## config.mk

```make
export PLATFORM = sky130hd
export DESIGN_NAME = clk_sel_ctrl
export DESIGN_NICKNAME = d
export VERILOG_FILES = /design/src/rtl/clk_sel_ctrl_pkg.sv /design/src/rtl/clk_sel_ctrl.sv
export SDC_FILE = /design/constraint.sdc
export NUM_CORES = 1
export LEC_CHECK = 0
export BUFFER_PORTS_ARGS = -buffer_cell sky130_fd_sc_hd__buf_2
export CORE_UTILIZATION = 30
export CTS_CLUSTER_SIZE = 25
export DETAILED_ROUTE_END_ITERATION = 12
export SLEW_MARGIN = 20
export SYNTH_ARGS = -nofsm -noshare
export SYNTH_HDL_FRONTEND = slang
export SYNTH_SLANG_ARGS = --single-unit
export TNS_END_PERCENT = 1
```

## constraint.sdc

```tcl
create_clock -name clk -period 1.9 [get_ports clk]
set_input_delay 0.38 -clock clk [delete_from_list [all_inputs] [get_ports clk]]
set_output_delay 0.38 -clock clk [all_outputs]
set_load 0.05 [all_outputs]
```

## src/rtl/clk_sel_ctrl_pkg.sv

```systemverilog
// Shared definitions for the clock-select controller.
//   state_t : FSM encoding (IDLE / SWITCH / HOLD)
//   CNT_W   : width of the settle/hold counter
package clk_sel_ctrl_pkg;

  localparam int CNT_W = 8;

  typedef enum logic [1:0] {
    ST_IDLE   = 2'd0,
    ST_SWITCH = 2'd1,
    ST_HOLD   = 2'd2
  } state_t;

endpackage

```

## src/rtl/clk_sel_ctrl.sv

```systemverilog
// Clock-select controller for a glitch-free two-input clock mux.
// Accepts software switch requests, performs automatic failover when the
// current source disappears, and enforces a settle period after each
// select change followed by a hold-off period before the next switch.
//
// Parameters:
//   SETTLE_CYC (4..255) clk cycles spent in SWITCH after select changes
//   HOLD_CYC   (1..255) clk cycles spent in HOLD before returning to IDLE
//   RST_SEL             select value while in reset
// Ports:
//   clk, rst            reference clock, async active-high reset
//   sw_req, sw_target   one-cycle request pulse and requested source
//   clk0_ok, clk1_ok    source-present flags (synchronous to clk)
//   select              registered mux select (1 = clk1)
//   busy                high in SWITCH and HOLD
//   done, err, auto_sw  mutually exclusive one-cycle status pulses
module clk_sel_ctrl
  import clk_sel_ctrl_pkg::*;
#(
  parameter int   SETTLE_CYC = 8,
  parameter int   HOLD_CYC   = 16,
  parameter logic RST_SEL    = 1'b0
) (
  input  logic clk,
  input  logic rst,
  input  logic sw_req,
  input  logic sw_target,
  input  logic clk0_ok,
  input  logic clk1_ok,
  output logic select,
  output logic busy,
  output logic done,
  output logic err,
  output logic auto_sw
);

  localparam logic [CNT_W-1:0] SETTLE_LAST = CNT_W'(SETTLE_CYC - 1);
  localparam logic [CNT_W-1:0] HOLD_LAST   = CNT_W'(HOLD_CYC - 1);

  state_t           state;
  logic [CNT_W-1:0] cnt;

  logic tgt_ok, cur_ok, oth_ok;

  assign tgt_ok = sw_target ? clk1_ok : clk0_ok;
  assign cur_ok = select    ? clk1_ok : clk0_ok;
  assign oth_ok = select    ? clk0_ok : clk1_ok;

  always_ff @(posedge clk or posedge rst) begin
    if (rst) begin
      state   <= ST_IDLE;
      cnt     <= '0;
      select  <= RST_SEL;
      busy    <= 1'b0;
      done    <= 1'b0;
      err     <= 1'b0;
      auto_sw <= 1'b0;
    end else begin
      done    <= 1'b0;
      err     <= 1'b0;
      auto_sw <= 1'b0;
      case (state)
        ST_IDLE: begin
          // A request always wins over failover; failover is re-checked
          // on the next IDLE cycle.
          if (sw_req) begin
            if (sw_target == select) begin
              done <= 1'b1;
            end else if (tgt_ok) begin
              select <= sw_target;
              cnt    <= '0;
              state  <= ST_SWITCH;
              busy   <= 1'b1;
            end else begin
              err <= 1'b1;
            end
          end else if (!cur_ok && oth_ok) begin
            select  <= ~select;
            auto_sw <= 1'b1;
            cnt     <= '0;
            state   <= ST_SWITCH;
            busy    <= 1'b1;
          end
        end
        ST_SWITCH: begin
          if (cnt == SETTLE_LAST) begin
            // Completion pulse takes the slot; a request landing in this
            // same cycle is dropped without err to keep pulses exclusive.
            done  <= 1'b1;
            cnt   <= '0;
            state <= ST_HOLD;
          end else begin
            if (sw_req) err <= 1'b1;
            cnt <= cnt + CNT_W'(1);
          end
        end
        ST_HOLD: begin
          if (sw_req) err <= 1'b1;
          if (cnt == HOLD_LAST) begin
            cnt   <= '0;
            state <= ST_IDLE;
            busy  <= 1'b0;
          end else begin
            cnt <= cnt + CNT_W'(1);
          end
        end
        default: begin
          state <= ST_IDLE;
          cnt   <= '0;
          busy  <= 1'b0;
        end
      endcase
    end
  end

endmodule

```

## After elaboration in Yosys (flattened, before gate mapping)

Cells that the tools add are included.

- Add/sub/neg operators: 1
- Equal/unequal tests: 12
- Divide/modulo/power cells: 0
- Shifts and indexed selects: 0
- Reduce and logical (&&, ||, !) cells: 8
- Bitwise operators: 2
- Order comparisons: 0
- $mul: 0
- Multiplexer cells: 40

Operators by type and width:

| kind | count |
|---|---|
| two-way mux 8 bit | 6 |
| case mux 8 bit (3 select lines) | 1 |
| two-way mux 1 bit | 23 |
| two-way mux 2 bit | 6 |
| AND reduction 5 bit | 2 |
| inequality test 3 bit (second input constant) | 3 |
| adder 8 x 1 -> 8 bit (second input constant) | 1 |
| == test 8 x 3 -> 1 bit (second input constant) | 1 |
| == test 8 x 4 -> 1 bit (second input constant) | 1 |
| inequality test 2 bit (second input constant) | 3 |
| case mux 1 bit (3 select lines) | 2 |
| case mux 2 bit (3 select lines) | 1 |
| AND reduction 4 bit | 1 |
| AND reduction 3 bit | 1 |
| == test 2 x 1 -> 1 bit (second input constant) | 1 |
| == test 2 bit (second input constant) | 1 |
| zero test 2 bit | 1 |
| inequality test 2 x 1 -> 1 bit (second input constant) | 1 |
| NOT 1 bit | 2 |
| case mux 1 bit (2 select lines) | 1 |
| nonzero test 2 bit | 1 |
| == test 1 bit | 1 |
| logical AND 1 bit | 1 |
| zero test 1 bit | 1 |

- Word-level logic and storage cells: 70
- Memory bits (writable): 0
- Memory bits (read-only): 0
- Input port bits: 6
- Bits in latches: 0
- Flip-flop bits (word level): 15
- Output and inout bits: 5
- Memories kept: 0

## Logic depth before layout (Yosys ltp)

- Word-level depth: 6
- Depth in mapped cells: 7
- Gate-level depth less buffers: 7

## Worst setup path after synthesis

OpenSTA, ideal clock, no wires.

- Kind: register to register
- Start point: register cnt[0]
- End point: register cnt[0]
- Required time: 1.775 ns
- Setup slack: 0.000 ns
- Path buffers: 0
- Stages on the path, launching flop included: 7
- Clock period less this slack: 1.900 ns
- Arrival time: 1.776 ns
- Library setup time: 0.125 ns
- Cells stage by stage: dfrtp_1 -> ha_1 -> nor4bb_1 -> nor3b_1 -> nor3b_2 -> and2b_4 -> mux2_2

- Word-level cells in the longest chain between the ends: 3
- Elaborated cells between the ends (all ways): 6
- Classes of those cells: 1 x add/sub; 2 x eq/ne; 3 x mux

Ends and longest elaborated chain:

| element | line | text |
|---|---|---|
| from (decl) | clk_sel_ctrl.sv:41 | `logic [CNT_W-1:0] cnt;` |
| from (signal assigned) | clk_sel_ctrl.sv:94 | `cnt <= cnt + CNT_W'(1);` |
| from (signal assigned) | clk_sel_ctrl.sv:104 | `cnt <= cnt + CNT_W'(1);` |
| adder 8 x 1 -> 8 bit (tied with other cells) | clk_sel_ctrl.sv:94, clk_sel_ctrl.sv:104 |  |
| two-way mux 8 bit, on equally long branches | clk_sel_ctrl.sv:99, clk_sel_ctrl.sv:86 |  |
| case mux 8 bit (3 select lines) (*) | clk_sel_ctrl.sv:62 | `case (state)` |

Every way passes the cells marked *; elsewhere a longest branch is shown, timed or not.
A chain may end at the register's enable or synchronous reset.

## Worst setup path after layout

- Start point: register cnt[5]
- End point: register cnt[0]

- Word-level cells in the longest chain between the ends: 3
- Elaborated cells between the ends (all ways): 5
- Classes of those cells: 2 x eq/ne; 3 x mux

Ends and longest elaborated chain:

| element | line |
|---|---|
| == test 8 x 4 -> 1 bit or == test 8 x 3 -> 1 bit (tied branches) | clk_sel_ctrl.sv:99, clk_sel_ctrl.sv:86 |
| two-way mux 8 bit, on equally long branches | clk_sel_ctrl.sv:99, clk_sel_ctrl.sv:86 |
| case mux 8 bit (3 select lines) (*) | clk_sel_ctrl.sv:62 |

Marked as above.

==> reports/qor.yml <==
cts:
  post_cts.repair.setup_buffers: 0
  clk_transition_reported_paths_ns: 0.10
  cts_tree: "yes"
  max-clock-path-buffers: 2
  clock_tree.root_cell: "clkbuf_4"
  htree_num_levels: 1
  cts_made_buffers: 3
  clock_latency_of_the_later_clocked_register_in_the_worst_skew_pair_ns: 0.29
  holdBufCountCts: 0
  clock_sink_count: 15
route:
  dr_total_vias: 761
  1st_pass_router_iterations: 8
  drt-wirelength-per-cell_um: 13.25
  first_iter_violations: 48
  totalWireLength_mm: 1.935
  route.detailed.vias_per_inst: 5.212
  ant_nets: 0
  route.detailed.drc: 4
place:
  port-buffer-count: 10
  gp_congestion: 0.7385
  cell_area_after_placement_sq_um: 1091
  dp_hpwl_mm: 1.524
  place_ws_ns: -0.02998
worst_setup_path:
  worstSetupStartpoint: "cnt[5]"
  path_cells: "or3_4 -> o41ai_4 -> nor3b_4 -> and2b_4 -> mux2_2"
  critical_path.endpoint_type: "register"
  max_stage_delay_ns: 0.42
  critical_path.max_fanout: 7
  crit-reg2reg-launch: "cnt[5]"
  cpMaxStageDelayCell: "or3_4"
  worst_setup_path_type: "reg2reg"
  ff2ff_setup_slack_ns: 0.04
  crit_required_ns: 2.08
  cp_num_buf_inv: 0
  path_delay_family: "simple AND/OR/NAND/NOR gates"
  critPathLaunchType: "register"
  worstPathArrival_ns: 2.04
pwr:
  power_density_nw_per_um2: 1148
  cellLeakagePower_nw: 0.5891
  peakVddDrop_mv: 0.4129
synth:
  synth_cell_type_count: 34
  netlist.area_leader.share_pct: 40.87
  syn-mean-instance-area_sq_um: 10.09
  post-synth-top-area-cell: "dfrtp_1"
  postSynthCellCount: 91
  synth.yosys.seq_area_share_pct: 40.87
  warning_count_from_the_yosys_run: 0
  mappedNetlistArea_sq_um: 918.4
  ys_seq_elements: 15
  synth_top_cells_by_area: "dfrtp_1 (41%), ha_1 (6.8%), a22o_1 (5.7%)"
  syn_nets: 102
cells_and_area:
  area_delta_synth_final_pct: 25.20
  antenna_diodes: 0
  layout.cells.most_common: "dfrtp_1"
  drive_above_1_share_pct: 30.43
  postLayoutCellArea_sq_um: 1150
  layout_common_cells: "dfrtp_1 (15), buf_4 (11), buf_2 (10)"
  fin_nets: 127
timing:
  finClkSkew_ns: 0.008200
  final.period_utilization_pct: 98.02
  report.final.hold_viol_count: 0
  setup_slack_ns: 0.03757
  grt_setup_unrepaired: "yes"
  final_max_slew_viol_count: 0
  timing_worst_slew_pin_value_ns: 0.5791
  setup_viol: 0
  max_freq_ghz: 0.5369
  final.min_clock_period_ns: 1.862
  maxSlewHeadroom_pct: 61.35
  fin_worst_hold_slack_ns: 0.1298
outcome:
  violations: "DRC"
  run_status: "finished with violations"
hold_path:
  worst_hold_path_type: "in2async"
job:
  drv.max_cap_violation_count: 0
floorplanning:
  chipWidth_um: 57.33
  die_area_sq_um: 3287
  initial_utilization_pct: 32.46
  core_sq_um: 2829
  rows: 19
  floorplan.io_pins: 11
  dieHeight_um: 57.33
global_routing:
  grt_first_pass_wirelength_mm: 3.332
  grt_util_all_layers_pct: 13.07
  grt_start_max_net_pins: 16
  grt_pass1_vias: 784
  grt_antenna_before_repair: 0
  overflow: 0
layer usage:
metal / share of wire [%] / GRT usage (%) / wire (um) / vias to the layer above
met1: 47 / 16.10 / 918 / 356
met2: 47 / 21.51 / 913 / 18
met4: 0.72 / 4.530 / 14 / 0
met3: 4.6 / 4.308 / 89 / 2
li1: - / - / - / 385
met5: 0 / 0 / 0 / -
repair_timing:
| action | in CTS | in global routing |
|---|---|---|
| gates resized for setup | 1 | 5 |
| pin swaps | 0 | 1 |
| endpoints found under the setup margin | 5 | 8 |
cells by family (layout without fill, tap and decap cells):
logic type | Yosys count | count (layout) | synth area share [%]
AO/OA/AOI/OAI | 27 | 27 | 24.12
AND/OR/NAND/NOR | 33 | 33 | 21.52
flip-flops | 15 | 15 | 40.87
adder cells (fa/ha/maj) | 5 | 5 | 6.812
multiplexers | 3 | 3 | 3.406
buffers and inverters | 8 | 32 | 3.270
report_power, final:
part | switching (W) | leakage [nW] | internal, W
registers | 0.0000428 | 0.201 | 0.000382
clock network | 0.000107 | 0.0150 | 0.0000816
logic | 0.000414 | 0.373 | 0.000294
total | 0.000563 | 0.589 | 0.000757
flip-flops by register name, summed over array words and instances, names as in the netlist:
register	cells
err	1
select	1
auto_sw	1
busy	1
cnt	8
done	1
state	2
final timing paths:
path / end / depth (start not counted)
max in group asynchronous: cnt[3] / 2
worst min-delay path: select / 2
worst max register to register: cnt[0] / 5
worst max-delay path: cnt[0] / 5
worst min register to register: busy / 2
min in group clk: done / 2
synth_stat cells:
cell and n:
nor4bb_1 1, inv_1 7, and3_1 2, and2_1 2
ha_1 5, nor3b_1 1, or3_4 1, o211ai_1 1
o22a_1 1, dfrtp_1 15, and2b_4 1, nor3b_2 1
or2_2 2, o22ai_1 2, a32o_1 1, o41ai_4 1
nor2_1 4, nor3_1 4, o221ai_1 1, a21oi_1 5
nand2_1 5, mux2i_1 2, o21a_1 1, nand3b_1 1
nand2b_1 4, clkbuf_1 1, nand4_1 2, a41o_1 1
a221oi_1 1, a22o_1 6, o21ai_0 1, a21o_1 5
nand3_1 2, mux2_2 1
metrics by stage:
stage | power [W] | utilization, % | std cells | setup TNS, ns
2_1_floorplan | 0.0009370 | - | 91 | 0
3_3_place_gp | 0.001113 | 38.57 | 142 | 0
3_5_place_dp | 0.001124 | 38.57 | 142 | -0.02998
4_1_cts | 0.001308 | 39.72 | 146 | 0
5_1_grt | 0.001411 | 40.65 | 146 | -0.02144
6_report | 0.001320 | 40.65 | 146 | 0
cell type report:
| cell class | count | area [sq um] |
|---|---|---|
| multi-input combinational | 68 | 550.5 |
| timing repair buffer | 21 | 132.6 |
| clock buffer | 4 | 26.28 |
| inverter | 7 | 26.28 |
| sequential | 15 | 375.4 |
| tap | 31 | 38.79 |
| fill | 282 | 1679 |
Power figures use the tool's default switching activity.
